### src/rtl/fetch_seq_pkg.sv
// Shared encodings for the fetch sequencer: FSM states, opcodes, instruction fields
// and next-PC select.
package fetch_seq_pkg;

   typedef enum logic [2:0] {
      IDLE       = 3'd0,
      FETCH      = 3'd1,
      FETCH_WAIT = 3'd2,
      DECODE     = 3'd3,
      EXECUTE    = 3'd4,
      MEM        = 3'd5,
      WRITEBACK  = 3'd6,
      HALT       = 3'd7
   } state_t;

   localparam logic [3:0] OP_ALU  = 4'h0;
   localparam logic [3:0] OP_ADDI = 4'h1;
   localparam logic [3:0] OP_LW   = 4'h2;
   localparam logic [3:0] OP_SW   = 4'h3;
   localparam logic [3:0] OP_BEQ  = 4'h4;
   localparam logic [3:0] OP_J    = 4'h5;
   localparam logic [3:0] OP_HALT = 4'hF;

   localparam int OPC_MSB = 15;
   localparam int OPC_LSB = 12;
   localparam int RS_MSB  = 11;
   localparam int RS_LSB  = 9;
   localparam int RT_MSB  = 8;
   localparam int RT_LSB  = 6;
   localparam int IMM_MSB = 5;
   localparam int IMM_LSB = 0;

   typedef enum logic [1:0] {
      PC_INC    = 2'd0,
      PC_BRANCH = 2'd1,
      PC_JUMP   = 2'd2
   } pc_sel_t;

   typedef struct packed {
      logic [3:0] opcode;
      logic [2:0] rs;
      logic [2:0] rt;
      logic [5:0] imm;
   } inst_fields_t;

   function automatic inst_fields_t split_inst(input logic [15:0] inst);
      inst_fields_t f;
      f.opcode = inst[OPC_MSB:OPC_LSB];
      f.rs     = inst[RS_MSB:RS_LSB];
      f.rt     = inst[RT_MSB:RT_LSB];
      f.imm    = inst[IMM_MSB:IMM_LSB];
      return f;
   endfunction

endpackage

### src/rtl/fetch_seq_pc.sv
// Program counter: loads the increment / branch / jump target when advance is high,
// otherwise holds. All arithmetic wraps modulo 2^ADDR_W.
module fetch_seq_pc
   import fetch_seq_pkg::*;
#(
   parameter int ADDR_W = 3
) (
   input  logic              clk,
   input  logic              rst_n,
   input  logic              advance,
   input  pc_sel_t           sel,
   input  logic [ADDR_W-1:0] target,
   output logic [ADDR_W-1:0] pc
);

   logic [ADDR_W-1:0] pc_inc;
   logic [ADDR_W-1:0] pc_nxt;

   assign pc_inc = pc + ADDR_W'(1);

   always_comb begin
      pc_nxt = pc_inc;
      case (sel)
         PC_BRANCH: pc_nxt = pc_inc + target;
         PC_JUMP:   pc_nxt = target;
         default:   pc_nxt = pc_inc;
      endcase
   end

   always_ff @(posedge clk or negedge rst_n) begin
      if (!rst_n)       pc <= '0;
      else if (advance) pc <= pc_nxt;
   end

endmodule

### src/rtl/fetch_sequencer.sv
// Multi-cycle fetch/decode/execute sequencer for the 16-bit ISA.
// Define FETCH_SEQ_SINGLE_STEP_EN to return to IDLE after every completed instruction.
module fetch_sequencer
   import fetch_seq_pkg::*;
#(
   parameter int ADDR_W = 3,
   parameter int INST_W = 16
) (
   input  logic              clk,
   input  logic              rst_n,
   input  logic              start,
   input  logic              stall,
   output logic [ADDR_W-1:0] imem_addr,
   input  logic [INST_W-1:0] imem_inst,
   input  logic              alu_zero,
   output logic [ADDR_W-1:0] pc,
   output logic [INST_W-1:0] ir,
   output logic [3:0]        opcode,
   output logic [2:0]        rs,
   output logic [2:0]        rt,
   output logic [5:0]        imm,
   output logic              alu_en,
   output logic              mem_read,
   output logic              mem_write,
   output logic              reg_write,
   output logic              busy,
   output logic              halted
);

   // Where the FSM goes once an instruction has fully retired.
`ifdef FETCH_SEQ_SINGLE_STEP_EN
   localparam state_t DONE_STATE = IDLE;
`else
   localparam state_t DONE_STATE = FETCH;
`endif

   state_t       state, state_nxt;
   pc_sel_t      pc_sel;
   logic         pc_adv;
   inst_fields_t fields;

   assign fields = split_inst(ir);
   assign opcode = fields.opcode;
   assign rs     = fields.rs;
   assign rt     = fields.rt;
   assign imm    = fields.imm;

   assign imem_addr = pc;
   assign busy      = (state != IDLE) && (state != HALT);
   assign halted    = (state == HALT);

   fetch_seq_pc #(.ADDR_W(ADDR_W)) u_pc (
      .clk     (clk),
      .rst_n   (rst_n),
      .advance (pc_adv),
      .sel     (pc_sel),
      .target  (ADDR_W'(fields.imm)),
      .pc      (pc)
   );

   always_ff @(posedge clk or negedge rst_n) begin
      if (!rst_n) begin
         state <= IDLE;
         ir    <= '0;
      end else begin
         state <= state_nxt;
         if (state == FETCH_WAIT && !stall) ir <= imem_inst;
      end
   end

   always_comb begin
      state_nxt = state;
      alu_en    = 1'b0;
      mem_read  = 1'b0;
      mem_write = 1'b0;
      reg_write = 1'b0;
      pc_adv    = 1'b0;
      pc_sel    = PC_INC;
      case (state)
         IDLE:       if (start) state_nxt = FETCH;
         FETCH:      if (!stall) state_nxt = FETCH_WAIT;
         FETCH_WAIT: if (!stall) state_nxt = DECODE;
         DECODE:     if (!stall) state_nxt = (opcode == OP_HALT) ? HALT : EXECUTE;
         EXECUTE: begin
            alu_en = 1'b1;
            if (opcode == OP_J)                    pc_sel = PC_JUMP;
            else if (opcode == OP_BEQ && alu_zero) pc_sel = PC_BRANCH;
            // PC moves exactly once per instruction, on the edge leaving EXECUTE.
            if (!stall) begin
               pc_adv = 1'b1;
               case (opcode)
                  OP_LW, OP_SW: state_nxt = MEM;
                  OP_BEQ, OP_J: state_nxt = DONE_STATE;
                  default:      state_nxt = WRITEBACK;
               endcase
            end
         end
         MEM: begin
            mem_read  = (opcode == OP_LW);
            mem_write = (opcode == OP_SW);
            if (!stall) state_nxt = (opcode == OP_LW) ? WRITEBACK : DONE_STATE;
         end
         WRITEBACK: begin
            reg_write = 1'b1;
            if (!stall) state_nxt = DONE_STATE;
         end
         HALT:    state_nxt = HALT;
         default: state_nxt = IDLE;
      endcase
   end

endmodule
### config.mk
export PLATFORM = sky130hd
export DESIGN_NAME = fetch_sequencer
export DESIGN_NICKNAME = d
export VERILOG_FILES = /design/src/rtl/fetch_seq_pkg.sv /design/src/rtl/fetch_seq_pc.sv /design/src/rtl/fetch_sequencer.sv
export SDC_FILE = /design/constraint.sdc
export NUM_CORES = 1
export LEC_CHECK = 0
export ABC_AREA = 1
export CORE_MARGIN = 8
export CORE_UTILIZATION = 40
export CTS_CLUSTER_SIZE = 10
export DETAILED_ROUTE_END_ITERATION = 16
export PLACE_DENSITY_LB_ADDON = 0.25
export REMOVE_ABC_BUFFERS = 1
export SLEW_MARGIN = 20
export SYNTH_ARGS = -nofsm -noshare
export SYNTH_HDL_FRONTEND = slang
export SYNTH_HIERARCHICAL = 1
export SYNTH_SLANG_ARGS = --single-unit
export TNS_END_PERCENT = 30
### constraint.sdc
create_clock -name clk -period 3.3 [get_ports clk]
set_input_delay 0.495 -clock clk [delete_from_list [all_inputs] [get_ports clk]]
set_output_delay 0.495 -clock clk [all_outputs]
set_load 0.02 [all_outputs]
==> run summary, run 1 <==
outcome: finished, final reports clean
Row Count: 22
Pwr Total: 2.25 mW
RD Place Congestion: 0.895
first-pass GRT wire length: 5.98 mm
# setup viols final: 0
die height: 77.2 um
I/O Buffers: 64
GRT Total Usage: 11.9%
CP startpoint kind: register
Area contributors post-synth: dfrtp_1, mux2_4, nand2_1, buf_4, inv_1
number of synthesized register bits: 22
1st-pass router iterations: 5
routed len/inst: 12.6 um
Final Cycle Share: 73.4%
Core Area: 3630 um^2
Slew headroom: 35.6%
Hold Vio Cnt, Final: 0
io pins: 65
MaxCap Viol Count: 0
routed wire length: 3.44 mm
Post-synth EDFFs: 0
Worst Clk Skew: 9.10 ps
top-area cell type share of the netlist area: 36.8%
largest net degree at the start of global routing: 23
hold_sp: u_pc/pc[1]
FF+latch area: 551 um^2
CTS tree: yes
Multi-input gate area: 676 um^2
Slew Limit Fails: 0
Post-CTS Setup Inserts: 0
Hold Worst Slack: 530 ps
Post-DP Area: 2020 um^2
cell count after placement: 270
post-synthesis instance total: 180
biggest area consumer among synthesized cells: dfrtp_1
drt via density: 4.59
Die Width: 77.2 um
vias in the first global route: 1342
post-synthesis sequential area ratio: 36.8%
Async SR Flop Fraction: 100%
Post-Route Setup TNS: 0 ps
Max Fclk: 0.413 GHz
share of layout cells above drive strength 1: 11.9%
area delta synth->final: 40.1%
Worst setup EP type: primary output
total grt overflow: 0
measured slew at the worst slew-check pin: 964 ps
post-detail-place hpwl: 2.76 mm
initial core utilization: 41.2%
n_diodes: 0
worst setup path startpoint: state[0]
fin nets: 253
CP arrival: 1930 ps
post-route cell area: 2100 um^2
Worst VDD drop: 0.733 mV
area of the die: 5950 um^2
synth cell count leaders: nand2_1, inv_1, dfrtp_1, buf_4, nor2_1
# H-tree levels: 1
Warnings, synthesis: 6
clk buf depth: 2
synthesized area: 1500 um^2
Final Non-Filler Cells: 274
TritonCTS Sinks: 22
cts hold-fix bufs: 0
critical path class: register to primary output
most frequent cell after synthesis: nand2_1
pwr dens: 1070 nW/um^2
Avg Inst Size Synth: 8.31 um^2
post-CTS resize count: 0
Reg clk slew, reported paths: 90 ps
drt drc: 0
Most used DFF post-synth: dfrtp_1
minimum clock period: 2420 ps
CTS Root Cell: clkbuf_8
fill cell count: 332
WP data required: 2800 ps
RSZ-0062 raised after global routing: no
Max FO, Critical Path: 8
via count: 1259
DR iter-0 viols: 41
r2r startpoint: state[1]
Final ANT Viol Nets: 0
CTS Buf Count: 3
Hold Path Class: register to register
Worst-Skew Late Latency: 260 ps
antenna violations before repair: 0
Netlist cell types: 22
Pleak: 1.02 nW
## power breakdown
group	leakage [nW]	switching [mW]	internal [mW]	total (mW)
combinational	0.722	0.722	0.704	1.43
sequential	0.260	0.172	0.403	0.575
clock	0.0357	0.0885	0.162	0.251
total	1.02	0.982	1.27	2.25
## final cells by class
class,instances,share of cell area (%)
Clock inverter,1,1.43
Clock buffer,3,1.97
Multi-Input combinational cell,110,32.2
Tap cell,48,2.87
Timing Repair Buffer,64,30.6
Sequential cell,22,26.3
Inverter,26,4.66
## critical path, cell delays in order, from the launching register on
cell and delay, ps:
dfrtp_1 590, nand3_1 190, nor2_1 230, clkdlybuf4s50_1 640
## metrics by stage
step / utilization (%) / worst slack (ps)
6_report: 57.7 / 877
5_1_grt: 57.7 / 778
4_1_cts: 57.7 / 874
3_5_place_dp: 55.7 / 1140
3_3_place_gp: 55.7 / 1170
2_1_floorplan: - / 1350
## routing by layer
metal | wire length, um | GRT usage (%) | vias to the layer above
met2 | 1640 | 20.4 | 39
met3 | 242 | 4.90 | 2
met1 | 1530 | 13.5 | 582
met5 | 0 | 0 | -
li1 | - | - | 636
met4 | 31 | 2.26 | 0
## registers in the layout, summed over array words and instances (netlist names)
name	cells
ir	16
state	3
u_pc/pc	3
## logic make-up after synthesis
logic type	synth area share, %
simple gates	22.7
buf+inv	18.1
flops	36.8
compound gates	5.77
mux	12.0
fa+ha+maj	4.68
## path summary, 6_finish.rpt
path / end / slack, ps / depth (start not counted)
max in group asynchronous: ir[15] / 1950 / 1
min reg2reg: u_pc/pc[1] / 530 / 2
min in group asynchronous: ir[2] / 760 / 1
max: mem_read / 880 / 3
min: u_pc/pc[1] / 530 / 2
max reg2reg: u_pc/pc[0] / 1260 / 10
## placed cells by master, fill, tap and decap left out
| cell type | instances |
|---|---|
| nor2_2 | 1 |
| o21ai_2 | 1 |
| nor3_1 | 3 |
| nand3_2 | 1 |
| fa_1 | 1 |
| o21ai_0 | 1 |
| inv_1 | 23 |
| dfrtp_1 | 22 |
| nor2_4 | 2 |
| mux2_4 | 12 |
| clkbuf_8 | 3 |
| nand2_1 | 42 |
| nor2_1 | 14 |
| nand2_2 | 3 |
| or2_0 | 1 |
| a21oi_1 | 9 |
| clkdlybuf4s50_1 | 64 |
| bufinv_16 | 1 |
| ha_1 | 4 |
| o211ai_1 | 1 |
| o21ai_1 | 4 |
| nand3_1 | 10 |
| inv_2 | 3 |
Note: power is estimated with default switching activity, not from simulation.
==> run 2: changes to the inputs <==
==> constraint.sdc (replaced) <==
create_clock -name clk -period 2.52 [get_ports clk]
set_input_delay 0.378 -clock clk [delete_from_list [all_inputs] [get_ports clk]]
set_output_delay 0.378 -clock clk [all_outputs]
set_load 0.02 [all_outputs]
==> run 2 against run 1 <==
  * Register-to-register slack worse by 810 ps
  * Utilization up 0.17 points
  * First-iteration DRC count down 9.8%
  * Clock-buffer cell count up 1
  * Critical path depth unchanged
  * Worst hold slack worse by 61 ps
  * Global-route usage up 0.36 points
  * Total power up 29%
  * Worst setup slack worse by 650 ps
  * Die area unchanged
  * Routed wire length up 4.6%
  * Largest cell class unchanged
==> run summary, run 2 (synthesis results as in run 1) <==
Worst setup EP type: primary output
routed wire length: 3.60 mm (+4.6%)
antenna violations before repair: 0 (unchanged)
post-detail-place hpwl: 2.86 mm (+3.8%)
switching power share of the total: 44.8% (+1.2 points)
total grt overflow: 0 (unchanged)
Pleak: 1.02 nW (+0.63%)
TritonCTS Sinks: 22 (unchanged)
routed len/inst: 13.0 um (+3.4%)
CTS Root Cell: clkbuf_8
max reg flops: 16 (unchanged)
1st-pass router iterations: 4 (-1)
Post-Route Setup TNS: 0 ps (unchanged)
Pwr Total: 2.89 mW (+29%)
top flop regs: ir x16, state x3, u_pc/pc x3
R2R cell count: 11 (+1)
io pins: 65 (unchanged)
drt via density: 4.58 (-0.38%)
n_diodes: 0 (unchanged)
Hold Path Class: primary input to asynchronous set/reset pin
via count: 1268 (+0.71%)
Worst-Skew Late Latency: 260 ps (about the same)
critical path class: register to primary output
largest net degree at the start of global routing: 23 (unchanged)
Max Fclk: 0.437 GHz
CP startpoint kind: register
I/O Buffers: 64 (unchanged)
fin nets: 256 (+1.2%)
first-pass GRT wire length: 6.12 mm (+2.3%)
Final ANT Viol Nets: 0 (unchanged)
internal power: 1.60 mW (+26%)
# H-tree levels: 1 (unchanged)
Final Cycle Share: 90.8%
Row Count: 22 (unchanged)
Slew Limit Fails: 0 (unchanged)
drt drc: 0 (unchanged)
Worst Clk Skew: 3.34 ps (-5.76 ps)
Slew headroom: 68.1% (+33 points)
initial core utilization: 41.2% (unchanged)
clk buf depth: 2 (unchanged)
post-CTS resize count: 0 (unchanged)
most frequent cells in the layout: clkdlybuf4s50_1, nand2_1, inv_1, dfrtp_1, nor2_1
Reg power frac: 26.3% (+0.8 points)
CTS tree: yes
CP max stage cell: clkdlybuf4s50_1
die height: 77.2 um (unchanged)
CP arrival: 1910 ps (-20 ps)
vias in the first global route: 1352 (+0.75%)
Biggest register: ir
WP data required: 2140 ps (-660 ps)
minimum clock period: 2290 ps
crit path cell chain: nand3_1 > nor2_1 > clkdlybuf4s50_1
r2r startpoint: state[1]
most common cell after layout, fill and taps aside: clkdlybuf4s50_1
Reg clk slew, reported paths: 80 ps (about the same)
Core Area: 3630 um^2 (unchanged)
DR iter-0 viols: 37 (-9.8%)
GRT Total Usage: 12.2% (+0.36 points)
Comb power frac: 65.0% (+1.7 points)
cts hold-fix bufs: 0 (unchanged)
Clock Power Share: 8.7% (-2.4 points)
measured slew at the worst slew-check pin: 478 ps (-486 ps)
RD Place Congestion: 0.849 (-5.2%)
pwr dens: 1380 nW/um^2 (+28%)
Worst VDD drop: 0.850 mV (+16%)
Hold Vio Cnt, Final: 0 (unchanged)
Psw: 1.30 mW (+32%)
Critical Path Max Stage Delay: 640 ps (about the same)
CTS Buf Count: 3 (unchanged)
reg2reg end: u_pc/pc[0]
outcome: finished, final reports clean
MaxCap Viol Count: 0 (unchanged)
crit-path leading delay family: buffers and inverters
# setup viols final: 0 (unchanged)
Die Width: 77.2 um (unchanged)
share of layout cells above drive strength 1: 13.1% (+1.2 points)
area delta synth->final: 40.5%
RSZ-0062 raised after global routing: no
area of the die: 5950 um^2 (unchanged)
Post-CTS Setup Inserts: 0 (unchanged)
Max FO, Critical Path: 8 (unchanged)
r2r setup slk: 450 ps (-810 ps)
Critical path buffers and inverters: 1 (unchanged)
-- run 2: changes by cell type in the layout (fill, tap and decap cells not counted), sizes merged --
cell	before	now
buf	0	3
clkbuf	3	4
bufinv	1	0
-- run 2: worst register-to-register path: stages (launching register included) --
cell and delay (ps):
dfrtp_1 480, inv_1 140, nand2_1 90, nor2_2 220
nand3_1 110, nor2_1 160, inv_1 60, ha_1 330
inv_1 120, nand3_1 90, o211ai_1 80, o21ai_1 80
-- run 2: stage by stage --
step	instances	hold WS, ps	utilization, %	instance area (um^2)	setup WS (ps)
finish	277	470	57.9	2100	231
global route	277	498	57.9	2100	100
CTS	277	476	57.9	2100	226
detailed placement	273	518	56.3	2050	502
global placement	273	523	56.3	2050	512
floorplan	158	82.4	-	1320	572
-- run 2: cell type report --
type / count / area [um^2]
clock buffers: 4 / 55.1
inverters: 26 / 97.6
well taps: 48 / 60.1
repair buffers: 67 / 663
multi-input cells: 110 / 676
fillers: 343 / 1530
flip-flops and latches: 22 / 551
-- run 2: how the worst max path moves through the flow --
stage | cells past startpoint | slack (ps) | to | startpoint
global placement | 11 | 510 | u_pc/pc[0] | state[1]
detailed placement | 11 | 500 | u_pc/pc[0] | state[1]
floorplan | 11 | 570 | u_pc/pc[0] | state[1]
CTS | 3 | 230 | mem_read | state[0]
finish | 3 | 230 | mem_read | state[0]
global route | 6 | 100 | busy | state[0]
-- run 2: metal layers --
metal  up-vias  global-route usage, %  routed length [um]  share of wire (%)
li1        640                      -                   -                  -
met1       586                   14.2                1600                 45
met2        40                   20.7                1720                 48
met3         2                   4.55                 254                7.1
met4         0                   2.83                  19               0.53
met5         -                      0                   0                  0
-- run 2: power groups by stage --
stage,registers [mW],logic [mW],clock network (mW)
floorplan,1.10,0.701,0
global placement,0.760,1.88,0
detailed placement,0.763,1.90,0
CTS,0.764,1.90,0.260
global route,0.792,2.05,0.279
finish,0.759,1.88,0.252
